### src/rtl/arb_pkg.sv
// Shared types and helpers for the round-robin hold arbiter.
// rr_pick is the scalar form of the rotate / find-first search.
package arb_pkg;

    typedef enum logic {
        IDLE = 1'b0,
        BUSY = 1'b1
    } state_t;

    localparam int N_REQ_DEFAULT    = 4;
    localparam int MAX_HOLD_DEFAULT = 16;

    typedef struct packed {
        logic       found;
        logic [2:0] idx;
    } pick_t;

    // First asserted request at or after ptr, wrapping at n (n <= 8).
    function automatic pick_t rr_pick(
        input logic [7:0] req,
        input logic [2:0] ptr,
        input int         n
    );
        pick_t r;
        int    pos;
        r = '0;
        for (int k = n - 1; k >= 0; k--) begin
            pos = int'(ptr) + k;
            if (pos >= n) begin
                pos = pos - n;
            end
            if (req[pos]) begin
                r.found = 1'b1;
                r.idx   = 3'(pos);
            end
        end
        return r;
    endfunction

endpackage

### src/rtl/rr_pick_comb.sv
// Combinational round-robin picker: rotate req so ptr sits at bit 0,
// find the lowest set bit, then map the offset back to a requester index.
module rr_pick_comb #(
    parameter int N_REQ = 4,
    parameter int ID_W  = 2
) (
    input  logic [N_REQ-1:0] req,
    input  logic [ID_W-1:0]  ptr,
    output logic             found,
    output logic [ID_W-1:0]  idx
);

    logic [N_REQ-1:0] w_rot;
    logic [ID_W:0]    w_off;
    logic [ID_W:0]    w_sum;

    // Rotate, find-first, un-rotate with explicit wrap at N_REQ.
    always_comb begin
        w_rot = N_REQ'({req, req} >> ptr);
        found = |w_rot;
        w_off = '0;
        for (int k = N_REQ - 1; k >= 0; k--) begin
            if (w_rot[k]) begin
                w_off = (ID_W+1)'(k);
            end
        end
        w_sum = {1'b0, ptr} + w_off;
        if (w_sum >= (ID_W+1)'(N_REQ)) begin
            w_sum = w_sum - (ID_W+1)'(N_REQ);
        end
        idx = w_sum[ID_W-1:0];
    end

endmodule

### src/rtl/rr_hold_arbiter.sv
// Round-robin arbiter that holds the grant until done, request drop,
// or the hold limit; one dead cycle follows every release.
module rr_hold_arbiter
    import arb_pkg::*;
#(
    parameter int N_REQ    = N_REQ_DEFAULT,
    parameter int ID_W     = 2,
    parameter int MAX_HOLD = MAX_HOLD_DEFAULT,
    parameter int CNT_W    = 5
) (
    input  logic             clk,
    input  logic             rst,
    input  logic [N_REQ-1:0] req,
    input  logic [N_REQ-1:0] done,
    output logic [N_REQ-1:0] grant,
    output logic             grant_valid,
    output logic [ID_W-1:0]  grant_id,
    output logic             timeout
);

    state_t           r_state, w_state_nx;
    logic [ID_W-1:0]  r_ptr, w_ptr_nx;
    logic [ID_W-1:0]  r_id, w_id_nx;
    logic [N_REQ-1:0] r_grant, w_grant_nx;
    logic [CNT_W-1:0] r_cnt, w_cnt_nx;
    logic             r_valid, w_valid_nx;
    logic             r_to, w_to_nx;
    logic             w_found;
    logic [ID_W-1:0]  w_pick_idx;
    logic             w_limit;
    logic             w_rel;

    rr_pick_comb #(
        .N_REQ (N_REQ),
        .ID_W  (ID_W)
    ) u_pick (
        .req   (req),
        .ptr   (r_ptr),
        .found (w_found),
        .idx   (w_pick_idx)
    );

    // Next-state, pointer, hold counter and registered output values.
    always_comb begin
        w_state_nx = r_state;
        w_ptr_nx   = r_ptr;
        w_id_nx    = r_id;
        w_grant_nx = r_grant;
        w_cnt_nx   = r_cnt;
        w_valid_nx = r_valid;
        w_to_nx    = 1'b0;
        w_limit    = (r_cnt == CNT_W'(MAX_HOLD - 1));
        w_rel      = done[r_id] | ~req[r_id] | w_limit;
        case (r_state)
            IDLE: begin
                w_grant_nx = '0;
                w_id_nx    = '0;
                w_valid_nx = 1'b0;
                if (w_found) begin
                    w_state_nx = BUSY;
                    w_grant_nx = N_REQ'(1) << w_pick_idx;
                    w_id_nx    = w_pick_idx;
                    w_valid_nx = 1'b1;
                    w_cnt_nx   = '0;
                end
            end
            BUSY: begin
                if (w_rel) begin
                    w_state_nx = IDLE;
                    w_grant_nx = '0;
                    w_id_nx    = '0;
                    w_valid_nx = 1'b0;
                    w_cnt_nx   = '0;
                    w_ptr_nx   = (r_id == ID_W'(N_REQ - 1)) ? '0
                                                              : r_id + 1'b1;
                    w_to_nx    = w_limit & ~done[r_id] & req[r_id];
                end else begin
                    w_cnt_nx = r_cnt + 1'b1;
                end
            end
            default: begin
                w_state_nx = IDLE;
            end
        endcase
    end

    // State and output registers, cleared asynchronously by rst.
    always_ff @(posedge clk or posedge rst) begin
        if (rst) begin
            r_state <= IDLE;
            r_ptr   <= '0;
            r_id    <= '0;
            r_grant <= '0;
            r_cnt   <= '0;
            r_valid <= 1'b0;
            r_to    <= 1'b0;
        end else begin
            r_state <= w_state_nx;
            r_ptr   <= w_ptr_nx;
            r_id    <= w_id_nx;
            r_grant <= w_grant_nx;
            r_cnt   <= w_cnt_nx;
            r_valid <= w_valid_nx;
            r_to    <= w_to_nx;
        end
    end

    assign grant       = r_grant;
    assign grant_valid = r_valid;
    assign grant_id    = r_id;
    assign timeout     = r_to;

endmodule

### config.mk
export PLATFORM = sky130hd
export DESIGN_NAME = rr_hold_arbiter
export DESIGN_NICKNAME = d
export VERILOG_FILES = /design/src/rtl/arb_pkg.sv /design/src/rtl/rr_pick_comb.sv /design/src/rtl/rr_hold_arbiter.sv
export SDC_FILE = /design/constraint.sdc
export NUM_CORES = 1
export LEC_CHECK = 0
export BUFFER_PORTS_ARGS = -buffer_cell sky130_fd_sc_hd__buf_4
export CORE_ASPECT_RATIO = 1.1
export CORE_MARGIN = 10
export CORE_UTILIZATION = 45
export CTS_BUF_LIST = sky130_fd_sc_hd__clkbuf_4
export CTS_CLUSTER_DIAMETER = 150
export DETAILED_ROUTE_END_ITERATION = 10
export PLACE_DENSITY = 0.67
export REMOVE_ABC_BUFFERS = 1
export SKIP_CTS_REPAIR_TIMING = 1
export SLEW_MARGIN = 20
export SYNTH_ARGS = -nofsm -noshare
export SYNTH_HDL_FRONTEND = slang
export SYNTH_SLANG_ARGS = --single-unit
### constraint.sdc
create_clock -name clk -period 4.23 [get_ports clk]
set_clock_uncertainty 0.1 [all_clocks]
set_input_delay 0.2115 -clock clk [delete_from_list [all_inputs] [get_ports clk]]
set_output_delay 0.2115 -clock clk [all_outputs]
set_load 0.01 [all_outputs]
Yosys cells after proc, flatten, opt, wreduce, memory -nomap -nowiden
Cells that the tools add are included.
Cells by class
  $add $sub $neg: 4
  order comparisons: 2
  equality and inequality tests: 4
  shifts and indexed selects: 2
  muxes and demuxes: 26
  bitwise operators: 7
  reductions and logical operators: 2
Operator list (count)
  2-to-1 mux 2 bit: 8
  2-to-1 mux 5 bit: 2
  one-hot mux 5 bit (2 select lines): 1
  2-to-1 mux 4 bit: 2
  one-hot mux 4 bit (2 select lines): 1
  right shift 8 x 2 -> 4 bit: 1
  2-to-1 mux 1 bit: 7
  adder 5 x 1 -> 5 bit (second input constant): 1
  == test 5 x 4 -> 1 bit (second input constant): 1
  binary-select mux 1 bit (select 2 bit): 2
  inequality test 2 x 1 -> 1 bit (second input constant): 2
  one-hot mux 1 bit (2 select lines): 2
  one-hot mux 2 bit (2 select lines): 1
  OR reduction 4 bit: 1
  left shift 1 x 2 -> 4 bit (first input constant): 1
  adder 2 x 2 -> 3 bit: 1
  greater-or-equal comparator 3 bit (second input constant): 1
  < comparator 2 x 3 -> 1 bit (second input constant): 1
  NOT 1 bit: 3
  adder 2 x 1 -> 2 bit (second input constant): 1
  bitwise AND 1 bit: 2
  == test 2 bit (second input constant): 1
  OR 1 bit: 2
  AND reduction 2 bit: 1
  subtractor 2 x 1 -> 2 bit (second input constant): 1
Storage, ports and cells
  register bits after elaboration: 16
  input bits: 10
  output and inout port bits: 8
  logic and storage cells: 54

Logic depth before layout (Yosys ltp)
  depth in word-level cells: 11
  gate-level depth with buffers: 9
  mapped depth without buffers: 9

Modules after synthesis
From an unflattened synthesis, not the netlist that was laid out.
Second synthesis, totals
  cells, all modules: 93
  area, all modules: 952.2 um2
Modules (own cells, without submodules)
  rr_hold_arbiter: times used 1, cells an instance 70, area an instance 772.0 um2, sequential area each 400.4 um2
  rr_pick_comb: times used 1, cells an instance 23, area an instance 180.2 um2, sequential area each 0.0 um2

Worst setup path before layout
OpenSTA, ideal clock, no wires.
  path type: reg-to-reg
  start point: reg r_ptr[1]
  end point: reg r_grant[1], in the netlist grant[1]
  library setup time: 0.122 ns
  data arrival time: 1.599 ns
  data required time: 4.008 ns
  slack: 2.409 ns
  stages on the path, launching flop included: 9
  buffers on the path: 0
  clock period less this slack: 1.821 ns
  path through: dfrtp_1 -> o21ai_0 -> a21oi_1 -> nor3_1 -> a21oi_1 -> ha_1 -> xnor2_1 -> xnor2_1 -> a32o_1
On the way
  longest elaborated chain between the ends: 11
  elaborated cells on any way between the ends: 13
  classes of those cells: add/sub (2); order compare (1); shift (2); mux (7); reduce/logical (1)
Ends and longest elaborated chain
  from (decl): RTL line rr_hold_arbiter.sv:22  | logic [ID_W-1:0] r_ptr, w_ptr_nx;
  from (signal assigned): RTL line rr_hold_arbiter.sv:99  | r_ptr <= w_ptr_nx;
  right shift 8 x 2 -> 4 bit: RTL line rr_pick_comb.sv:19  | w_rot = N_REQ'({req, req} >> ptr);
  2-to-1 mux 2 bit (4 in series): RTL line rr_pick_comb.sv:23  | if (w_rot[k]) begin
  adder 2 x 2 -> 3 bit: RTL line rr_pick_comb.sv:27  | w_sum = {1'b0, ptr} + w_off;
  greater-or-equal comparator 3 bit or subtractor 2 x 1 -> 2 bit (tied branches): RTL line rr_pick_comb.sv:28, rr_pick_comb.sv:29
  2-to-1 mux 2 bit: RTL line rr_pick_comb.sv:28  | if (w_sum >= (ID_W+1)'(N_REQ)) begin
  left shift 1 x 2 -> 4 bit: RTL line rr_hold_arbiter.sv:61  | w_grant_nx = N_REQ'(1) << w_pick_idx;
  2-to-1 mux 4 bit *: RTL line rr_hold_arbiter.sv:59  | if (w_found) begin
  one-hot mux 4 bit (2 select lines) *: RTL line rr_hold_arbiter.sv:54  | case (r_state)
  to (signal assigned): RTL line rr_hold_arbiter.sv:101  | r_grant <= w_grant_nx;
  to (decl): RTL line rr_hold_arbiter.sv:24  | logic [N_REQ-1:0] r_grant, w_grant_nx;
Every way passes the cells marked *; elsewhere a longest branch is shown, timed or not.
A chain may end at the register's enable or synchronous reset.

Worst setup path in the final report
Ends and elaborated chain as after synthesis.

==> flow_metrics.tcl <==
set metrics [dict create \
    clkTransAtPathRegs_ns 0.09 \
    maxCapViolations 0 \
    final_antenna_net_count 0 \
    clockBufferDepth 2 \
    yosysTopAreaCellShare_pct 44.6 \
    drt_iter0_markers 23 \
    synthTopCellsByCount "dfrtp_1, nand2_1, nor2_1" \
    critPathKind "reg -> reg" \
    crit_path_start_kind "flop" \
    worst_hold_slack_ns 0.384 \
    final.period_utilization_pct 47.5 \
    synthToLayoutAreaGrowth_pct 20.9 \
    arrival_ns 2.14 \
    grt_overflow 0 \
    numCtsBuffers 3 \
    endpoint_kind "flop" \
    grt_setup_unrepaired "no" \
    path_max_fanout 7 \
    dpl.hpwl_um 1540 \
    track_usage_pct 10.2 \
    setup_viol 0 \
    yosysSeqAreaShare_pct 44.6 \
    clk_latency_ns 0.29 \
    worstMarginPinSlew_ns 0.604 \
    ir_worst_vdd_mv 0.258 \
    required_ns 4.36 \
    dieArea_sq_um 4190 \
    powerDensity_nw_per_um2 554 \
    p_leak_nw 0.510 \
    rr_worst_depth 8 \
    avgRoutedWirePerCell_um 14.2 \
    place_congestion 0.719 \
    whs_path_depth 1 \
    num_rows 16 \
    min_period_ns 2.01 \
    drive_gt1_share_pct 20.9 \
    cts_tree "built" \
    post-synth-top-count-cell "dfrtp_1" \
    ys_seq_elements 16 \
    post_drt_via_cell_ratio 5.39 \
    io_pins 18 \
    synth.distinct_cells 29 \
    final_net_count 130 \
    start_util_pct 48.8 \
    yosys_warnings 0 \
    chipHeight_um 66.9 \
    die_w_um 62.6 \
    synth_area_leader_cell "dfrtp_1" \
    slew_headroom_pct 59.7 \
    fin_setup_tns_ns 0 \
    diodes 0 \
    grt_pass1_vias 769 \
    io_buffers 17 \
    ys_async_sr_fraction_pct 100 \
    clockRootBuffer "clkbuf_4" \
    grt_pass1_wl_um 3510 \
    outcome "complete, no violations" \
    antenna_found_initial 0 \
    dr.pass1.iters 4 \
    route.detailed.drc 0 \
    routed_wl_um 2020 \
    timing.fmax_mhz 498 \
    synth_area_leaders "dfrtp_1, ha_1, nand2_1, nand2b_1, nor2_1" \
    core_sq_um 1840 \
    cts.sinks 16 \
    cts.htree.levels 1 \
    synth_edf_count 0 \
    hp-class "reg -> reg" \
    via_count 765 \
    syn_area_sq_um 898 \
    hold_violations 0 \
    maxSlewViolCount 0 \
    syn_avg_cell_area_sq_um 9.46 \
    synthFlopType "dfrtp_1" \
    grt_max_degree 17 \
    synthCells 95 \
]
-- final timing paths --
kind / start / endpoint / slack, ns
worst max-delay path: r_ptr[1] / grant[1] / 2.22
worst min-delay path: grant_valid / grant_valid / 0.38
worst max register to register: r_ptr[1] / grant[1] / 2.22
worst min register to register: grant_valid / grant_valid / 0.38
max in group asynchronous: rst / r_cnt[4] / 3.18
min in group asynchronous: rst / grant_valid / 0.45
-- per-stage QoR --
step	instances	util (%)	cell area, sq um	worst slack, ns	total power [mW]
final	142	59.0	1090	2.22	0.602
after global routing	142	59.0	1090	2.05	0.654
after CTS	141	58.4	1080	2.21	0.608
after detailed placement	137	57.0	1050	2.25	0.525
after global placement	137	57.0	1050	2.29	0.517
after floorplan	93	-	888	2.41	0.430
-- per-layer routing --
layer  part of all wire, %  vias to the layer above  GRT usage, %  wire length, um
met3                   2.9                        6          1.84               58
met2                    52                       13          19.4             1060
met4                   2.3                        0          5.31               46
li1                      -                      384             -                -
met5                     0                        -             0                0
met1                    42                      362          10.7              854
-- cell usage in the layout, fill, tap and decap left out, types with 2 or more instances in the layout --
master     n
buf_4     17
dfrtp_1   16
nand2_1   12
nor2_1     9
inv_1      8
nand2b_1   6
o21ai_0    6
a21oi_1    4
ha_1       4
clkbuf_4   3
and3_1     2
o31ai_1    2
nor3_1     2
o32ai_1    2
xnor2_1    2
a22o_1     2
o21ai_1    2
a32o_1     2
-- cells by family (layout without fill, tap and decap cells) --
| group | count (synthesis) | after routing | synth area share [%] |
|---|---|---|---|
| AOI/OAI and AO/OA | 26 | 26 | 19.9 |
| xor gates and xnor gates | 2 | 2 | 1.95 |
| adders and majority gates | 4 | 4 | 5.57 |
| buffers and inverters | 10 | 30 | 4.46 |
| DFF | 16 | 16 | 44.6 |
| muxes | 3 | 3 | 4.87 |
| and+or+nand+nor | 34 | 34 | 18.7 |
-- registers in the layout, summed over array words and instances, names as in the netlist --
name,count
grant,4
grant_id,2
grant_valid,1
r_cnt,5
r_ptr,2
r_state,1
timeout,1
-- layout make-up --
cell class / instances / area (sq um)
Clock buffer: 3 / 22.5
Clock inverter: 1 / 3.75
Fill cell: 174 / 756
Inverter: 8 / 30.0
Multi-Input combinational cell: 69 / 458
Sequential cell: 16 / 400
Tap cell: 27 / 33.8
Timing Repair Buffer: 18 / 138
-- critical path, cell delays in order (launching register included) --
cell and delay [ns]:
dfrtp_1 0.46, o21ai_0 0.17, a21oi_1 0.08, nor3_1 0.16, a21oi_1 0.06, ha_1 0.21
xnor2_1 0.14, xnor2_1 0.35, a32o_1 0.22
-- report_power, final --
part / total (mW) / switching (mW) / internal, mW / leakage (nW)
clock network: 0.0812 / 0.0469 / 0.0343 / 0.0154
registers: 0.248 / 0.0525 / 0.195 / 0.210
logic: 0.273 / 0.145 / 0.127 / 0.285
total: 0.602 / 0.245 / 0.357 / 0.510
(Power assumes the default switching activity.)
